`src/rtl/svc_rv_uart_pkg.sv`:
```
// Shared constants and types for the MMIO UART transmitter: register map,
// STATUS bit positions, serializer states and the divisor type.
package svc_rv_uart_pkg;

    localparam logic [1:0] REG_TXDATA  = 2'd0;
    localparam logic [1:0] REG_STATUS  = 2'd1;
    localparam logic [1:0] REG_DIVISOR = 2'd2;
    localparam logic [1:0] REG_RSVD    = 2'd3;

    localparam int ST_BUSY  = 0;
    localparam int ST_FULL  = 1;
    localparam int ST_EMPTY = 2;
    localparam int ST_OVF   = 3;

    typedef enum logic [1:0] {
        S_IDLE,
        S_START,
        S_DATA,
        S_STOP
    } tx_state_e;

    typedef logic [15:0] div_t;

endpackage

```
`src/rtl/svc_rv_uart_tx_fifo.sv`:
```
// Transmit byte queue. SVC_RV_UART_TX_FIFO_EN selects a 2^DEPTH_LOG2 FIFO;
// otherwise a single holding register (full == valid).
module svc_rv_uart_tx_fifo #(
    parameter int DEPTH_LOG2 = 3
) (
    input  logic       clk,
    input  logic       rst,
    input  logic       i_push,
    input  logic [7:0] i_din,
    input  logic       i_pop,
    output logic [7:0] o_dout,
    output logic       o_full,
    output logic       o_empty
);

    logic w_push;
    logic w_pop;

    assign w_push = i_push & ~o_full;
    assign w_pop  = i_pop & ~o_empty;

`ifdef SVC_RV_UART_TX_FIFO_EN
    localparam int                  DEPTH  = 1 << DEPTH_LOG2;
    localparam logic [DEPTH_LOG2:0] L_FULL = (DEPTH_LOG2 + 1)'(DEPTH);

    logic [7:0]            r_mem [DEPTH];
    logic [DEPTH_LOG2-1:0] r_wptr;
    logic [DEPTH_LOG2-1:0] r_rptr;
    logic [DEPTH_LOG2:0]   r_count;

    // Storage is not reset; contents are meaningless until the count says so.
    always_ff @(posedge clk) begin
        if (w_push) r_mem[r_wptr] <= i_din;
    end

    always_ff @(posedge clk or posedge rst) begin
        if (rst) begin
            r_wptr  <= '0;
            r_rptr  <= '0;
            r_count <= '0;
        end else begin
            if (w_push) r_wptr <= r_wptr + DEPTH_LOG2'(1);
            if (w_pop)  r_rptr <= r_rptr + DEPTH_LOG2'(1);
            case ({w_push, w_pop})
                2'b10:   r_count <= r_count + (DEPTH_LOG2 + 1)'(1);
                2'b01:   r_count <= r_count - (DEPTH_LOG2 + 1)'(1);
                default: r_count <= r_count;
            endcase
        end
    end

    assign o_dout  = r_mem[r_rptr];
    assign o_full  = (r_count == L_FULL);
    assign o_empty = (r_count == '0);
`else
    logic        r_valid;
    logic [7:0]  r_data;
    logic [31:0] w_unused_depth;

    assign w_unused_depth = 32'(DEPTH_LOG2);

    always_ff @(posedge clk or posedge rst) begin
        if (rst) begin
            r_valid <= 1'b0;
            r_data  <= '0;
        end else begin
            if (w_push) begin
                r_valid <= 1'b1;
                r_data  <= i_din;
            end else if (w_pop) begin
                r_valid <= 1'b0;
            end
        end
    end

    assign o_dout  = r_data;
    assign o_full  = r_valid;
    assign o_empty = ~r_valid;
`endif

endmodule

```
`src/rtl/svc_rv_mmio_uart_tx.sv`:
```
// MMIO 8N1 UART transmitter: register decode, read mux, overflow flag and
// serializer FSM. SVC_RV_UART_TX_FIFO_EN enables the deep transmit FIFO.
module svc_rv_mmio_uart_tx
    import svc_rv_uart_pkg::*;
#(
    parameter int DEPTH_LOG2  = 3,
    parameter int DEFAULT_DIV = 15
) (
    input  logic        clk,
    input  logic        rst,
    input  logic [31:0] rd_addr,
    output logic [31:0] rd_data,
    input  logic        wr_en,
    input  logic [31:0] wr_addr,
    input  logic [31:0] wr_data,
    input  logic [3:0]  wr_strb,
    output logic        txd,
    output logic        tx_idle
);

    tx_state_e   r_state, w_state_nxt;
    logic [7:0]  r_shift, w_shift_nxt;
    div_t        r_baud, w_baud_nxt;
    logic [2:0]  r_bitcnt, w_bitcnt_nxt;
    div_t        r_div;
    logic        r_ovf;
    logic        r_txd;
    logic [31:0] r_rd_data;

    logic        w_wr_tx, w_clr_ovf, w_wr_div;
    logic        w_pop, w_full, w_empty;
    logic [7:0]  w_fifo_dout;
    logic [31:0] w_status, w_rd_mux;
    logic        w_unused;

    assign w_unused = &{1'b0, rd_addr[31:4], rd_addr[1:0], wr_addr[31:4],
                        wr_addr[1:0], wr_data[31:16], wr_strb[3:2]};

    assign w_wr_tx   = wr_en && (wr_addr[3:2] == REG_TXDATA) && wr_strb[0];
    assign w_clr_ovf = wr_en && (wr_addr[3:2] == REG_STATUS) && wr_strb[0] && wr_data[3];
    assign w_wr_div  = wr_en && (wr_addr[3:2] == REG_DIVISOR);

    svc_rv_uart_tx_fifo #(
        .DEPTH_LOG2(DEPTH_LOG2)
    ) u_fifo (
        .clk    (clk),
        .rst    (rst),
        .i_push (w_wr_tx),
        .i_din  (wr_data[7:0]),
        .i_pop  (w_pop),
        .o_dout (w_fifo_dout),
        .o_full (w_full),
        .o_empty(w_empty)
    );

    always_ff @(posedge clk or posedge rst) begin
        if (rst) begin
            r_div <= div_t'(DEFAULT_DIV);
            r_ovf <= 1'b0;
        end else begin
            if (w_wr_div && wr_strb[0]) r_div[7:0]  <= wr_data[7:0];
            if (w_wr_div && wr_strb[1]) r_div[15:8] <= wr_data[15:8];
            // A dropped push wins over a clear; both cannot arrive in one cycle anyway.
            if (w_wr_tx && w_full) r_ovf <= 1'b1;
            else if (w_clr_ovf)    r_ovf <= 1'b0;
        end
    end

    always_comb begin
        w_status           = '0;
        w_status[ST_BUSY]  = (r_state != S_IDLE);
        w_status[ST_FULL]  = w_full;
        w_status[ST_EMPTY] = w_empty;
        w_status[ST_OVF]   = r_ovf;
        case (rd_addr[3:2])
            REG_STATUS:  w_rd_mux = w_status;
            REG_DIVISOR: w_rd_mux = {16'h0, r_div};
            default:     w_rd_mux = '0;
        endcase
    end

    always_comb begin
        w_state_nxt  = r_state;
        w_shift_nxt  = r_shift;
        w_baud_nxt   = r_baud;
        w_bitcnt_nxt = r_bitcnt;
        w_pop        = 1'b0;
        case (r_state)
            S_IDLE: begin
                if (!w_empty) begin
                    w_pop       = 1'b1;
                    w_shift_nxt = w_fifo_dout;
                    w_baud_nxt  = r_div;
                    w_state_nxt = S_START;
                end
            end
            S_START: begin
                if (r_baud == '0) begin
                    w_state_nxt  = S_DATA;
                    w_baud_nxt   = r_div;
                    w_bitcnt_nxt = '0;
                end else begin
                    w_baud_nxt = r_baud - 16'd1;
                end
            end
            S_DATA: begin
                if (r_baud == '0) begin
                    w_baud_nxt   = r_div;
                    w_shift_nxt  = {1'b0, r_shift[7:1]};
                    w_bitcnt_nxt = r_bitcnt + 3'd1;
                    if (r_bitcnt == 3'd7) w_state_nxt = S_STOP;
                end else begin
                    w_baud_nxt = r_baud - 16'd1;
                end
            end
            S_STOP: begin
                if (r_baud == '0) begin
                    // Back-to-back frames: next start bit follows the stop bit directly.
                    if (!w_empty) begin
                        w_pop       = 1'b1;
                        w_shift_nxt = w_fifo_dout;
                        w_baud_nxt  = r_div;
                        w_state_nxt = S_START;
                    end else begin
                        w_state_nxt = S_IDLE;
                    end
                end else begin
                    w_baud_nxt = r_baud - 16'd1;
                end
            end
            default: w_state_nxt = S_IDLE;
        endcase
    end

    always_ff @(posedge clk or posedge rst) begin
        if (rst) begin
            r_state   <= S_IDLE;
            r_shift   <= '0;
            r_baud    <= '0;
            r_bitcnt  <= '0;
            r_txd     <= 1'b1;
            r_rd_data <= '0;
        end else begin
            r_state   <= w_state_nxt;
            r_shift   <= w_shift_nxt;
            r_baud    <= w_baud_nxt;
            r_bitcnt  <= w_bitcnt_nxt;
            r_txd     <= (w_state_nxt == S_START) ? 1'b0 :
                         (w_state_nxt == S_DATA)  ? w_shift_nxt[0] : 1'b1;
            r_rd_data <= w_rd_mux;
        end
    end

    assign txd     = r_txd;
    assign tx_idle = w_empty && (r_state == S_IDLE);
    assign rd_data = r_rd_data;

endmodule

```
`config.mk`:
```
export PLATFORM = sky130hd
export DESIGN_NAME = svc_rv_mmio_uart_tx
export DESIGN_NICKNAME = d
export VERILOG_FILES = /design/src/rtl/svc_rv_uart_pkg.sv /design/src/rtl/svc_rv_uart_tx_fifo.sv /design/src/rtl/svc_rv_mmio_uart_tx.sv
export SDC_FILE = /design/constraint.sdc
export NUM_CORES = 1
export LEC_CHECK = 0
export BUFFER_PORTS_ARGS = -buffer_cell sky130_fd_sc_hd__clkbuf_2
export CAP_MARGIN = 10
export CORE_ASPECT_RATIO = 1.2
export CORE_MARGIN = 1
export CORE_UTILIZATION = 50
export CTS_CLUSTER_DIAMETER = 80
export DETAILED_ROUTE_END_ITERATION = 10
export PLACE_DENSITY = 0.89
export SYNTH_ARGS = -nofsm -noshare
export SYNTH_HDL_FRONTEND = slang
export SYNTH_SLANG_ARGS = --single-unit
```
`constraint.sdc`:
```
create_clock -name clk -period 3.2 [get_ports clk]
set_input_delay 0.48 -clock clk [delete_from_list [all_inputs] [get_ports clk]]
set_output_delay 0.48 -clock clk [all_outputs]
set_load 0.1 [all_outputs]
```
==> results_dict.tcl <==
set metrics [dict create \
    io_buffers 42 \
    drt_pass1_iterations 4 \
    vias 2837 \
    hpwlAfterDp_mm 5.64 \
    ant_nets 0 \
    multi_input_area_mm2 0.00183 \
    final_util 0.585 \
    end_kind "flop" \
    syn_inst 342 \
    worst_slew_pin_slew_ps 879 \
    min_period_ps 2770 \
    crit_required_ps 3410 \
    die_y_um 97.7 \
    slew_headroom 0.414 \
    antenna_found_initial 0 \
    synth_edf_count 0 \
    cts_hold_buf 0 \
    ys_types 52 \
    report.final.slew_viol_count 0 \
    grt_usage 0.231 \
    grt_pass1_wl_mm 13.8 \
    arrival_ps 2980 \
    ir_drop_mv 0.451 \
    cts.path.max_buffers 2 \
    setup_viol_count_final 0 \
    synth-warning-count 0 \
    gp_congestion 0.825 \
    drv_cap 0 \
    async_reset_ff_frac 1.00 \
    synthToLayoutAreaGrowth_pct 12.2 \
    cts_setup_buffers 0 \
    r2r_end "r_baud[0]" \
    pre_cts_slack_ps 514 \
    synth.avg_cell_area_um2 11.2 \
    worstSetupPathType "reg2reg" \
    fill_cells 612 \
    reg2reg_setup_slack_ps 430 \
    drcViolationCount 0 \
    mostFrequentLayoutCells "67 x dfrtp_1, 42 x clkbuf_2, 27 x mux2_2" \
    viasPerCell 5.95 \
    cp-start-kind "flop" \
    hold_violations 0 \
    fin_setup_tns_ps 0 \
    final_nets 496 \
    grt_overflow 0 \
    design_power_total_uw 4470 \
    leakage_uw 0.00198 \
    die_area_mm2 0.00799 \
    rows 34 \
    rsz0062_at_grt "false" \
    regArea_mm2 0.00181 \
    grt_pass1_vias 2876 \
    hold_slack_ps 13.8 \
    hold_class "in2async" \
    clk_latency_ps 360 \
    path_max_fanout 10 \
    drt_wl_total_mm 8.29 \
    drive_gt1_frac 0.266 \
    clock-sinks 72 \
    cts-root-buf "clkbuf_8" \
    p_per_area_mw_per_mm2 1040 \
    status "completed" \
    drt_iter0_markers 163 \
    core_mm2 0.00732 \
    final_common_cell "dfrtp_1" \
    die_x_um 81.8 \
    grt_max_degree 37 \
    ys_ff_latch 72 \
    clk_transition_reported_paths_ps 80 \
    synth_ff_type "dfrtp_1" \
    ys_seq_area_frac 0.473 \
    finClkSkew_ps 8.95 \
    wl_per_cell_um 17.4 \
    cts_buffers 9 \
    worst_slack_ps 428 \
    h-tree-depth 3 \
    reg2reg_depth 5 \
    cts_tree "built" \
    period_share 0.866 \
    fmaxAchievable_ghz 0.361 \
    n_antenna_cell 0 \
    rr_startpoint "r_baud[4]" \
    io_pins 137 \
    initial_core_util 0.522 \
    post_cts_resized 0 \
    synthesis.area_mm2 0.00382 \
]
## worst max path at each step
stage                       start    endpoint  depth (start not counted)  slack [ps]
floorplan           u_fifo.o_full     tx_idle                          4         390
global placement        r_baud[4]   r_baud[0]                          5         580
detailed placement      r_baud[4]   r_baud[0]                          5         510
CTS                     r_baud[4]  r_baud[11]                          5         480
global route            r_baud[4]  r_baud[11]                          5         320
finish                  r_baud[4]   r_baud[0]                          5         430
## power by group
group / internal [uW] / switching (uW)
logic: 763 / 1400
clock network: 522 / 361
registers: 1170 / 263
total: 2450 / 2020
## cell families (layout without fill, tap and decap cells)
group           after synthesis  count (layout)  synth area share
flops                        72              72             0.473
compound gates               76              76             0.149
other cells                   1              16          0.000982
simple gates                 81              81             0.125
mux                          46              46             0.129
buf+inv                      45              75            0.0629
fa+ha+maj                    11              11            0.0360
xor+xnor                     10              10            0.0229
## critical path, stage by stage (launching register included)
cell     delay, ps
dfrtp_1        460
or4_1          770
nor4_4         650
mux2_2         400
a32oi_1        220
o22ai_1        120
## final cells by class
class	count	area share
well taps	90	0.0263
flip-flops and latches	72	0.422
repair buffers	47	0.0578
multi-input cells	240	0.427
clock inverters	6	0.0269
inverters	12	0.0105
clock buffers	10	0.0298
## flip-flops by register name (all words and copies together), names as in the netlist
| name | cells |
|---|---|
| r_baud | 16 |
| r_div | 16 |
| rd_data | 16 |
| r_shift | 8 |
| u_fifo.o_dout | 8 |
| r_bitcnt | 3 |
| r_state | 2 |
| r_ovf | 1 |
| txd | 1 |
| u_fifo.o_full | 1 |
## routing by layer
layer | wire length (um) | part of all wire | vias up | global-route usage
met2 | 4300 | 0.52 | 98 | 0.373
met4 | 266 | 0.032 | 0 | 0.113
li1 | - | - | 1302 | -
met5 | 0 | 0 | - | 0
met1 | 3360 | 0.41 | 1414 | 0.285
met3 | 363 | 0.044 | 23 | 0.0514
## synthesized netlist by cell type (4+ instances only)
cell type / instances / area share
a21oi_1: 5 / 0.0066
a22o_1: 8 / 0.018
a22oi_1: 14 / 0.028
and2_1: 15 / 0.025
buf_4: 16 / 0.031
clkbuf_1: 10 / 0.0098
dfrtp_1: 67 / 0.44
dfstp_2: 5 / 0.034
ha_1: 11 / 0.036
inv_1: 12 / 0.012
mux2_2: 27 / 0.080
mux2i_1: 19 / 0.050
nand2_1: 16 / 0.016
nor2_1: 16 / 0.016
nor3_1: 6 / 0.0079
nor3b_1: 5 / 0.0098
o21ai_0: 10 / 0.013
o22ai_1: 12 / 0.020
o2bb2ai_1: 6 / 0.014
or3_1: 4 / 0.0066
or4_1: 4 / 0.0079
xnor2_1: 5 / 0.011
xor2_1: 5 / 0.011
## through the flow
step / cells / instance area (um^2)
6_report: 477 / 4280
5_1_grt: 477 / 4280
4_1_cts: 477 / 4280
3_5_place_dp: 461 / 4040
3_3_place_gp: 461 / 4040
2_1_floorplan: 357 / 3870
(Power assumes the default switching activity.)
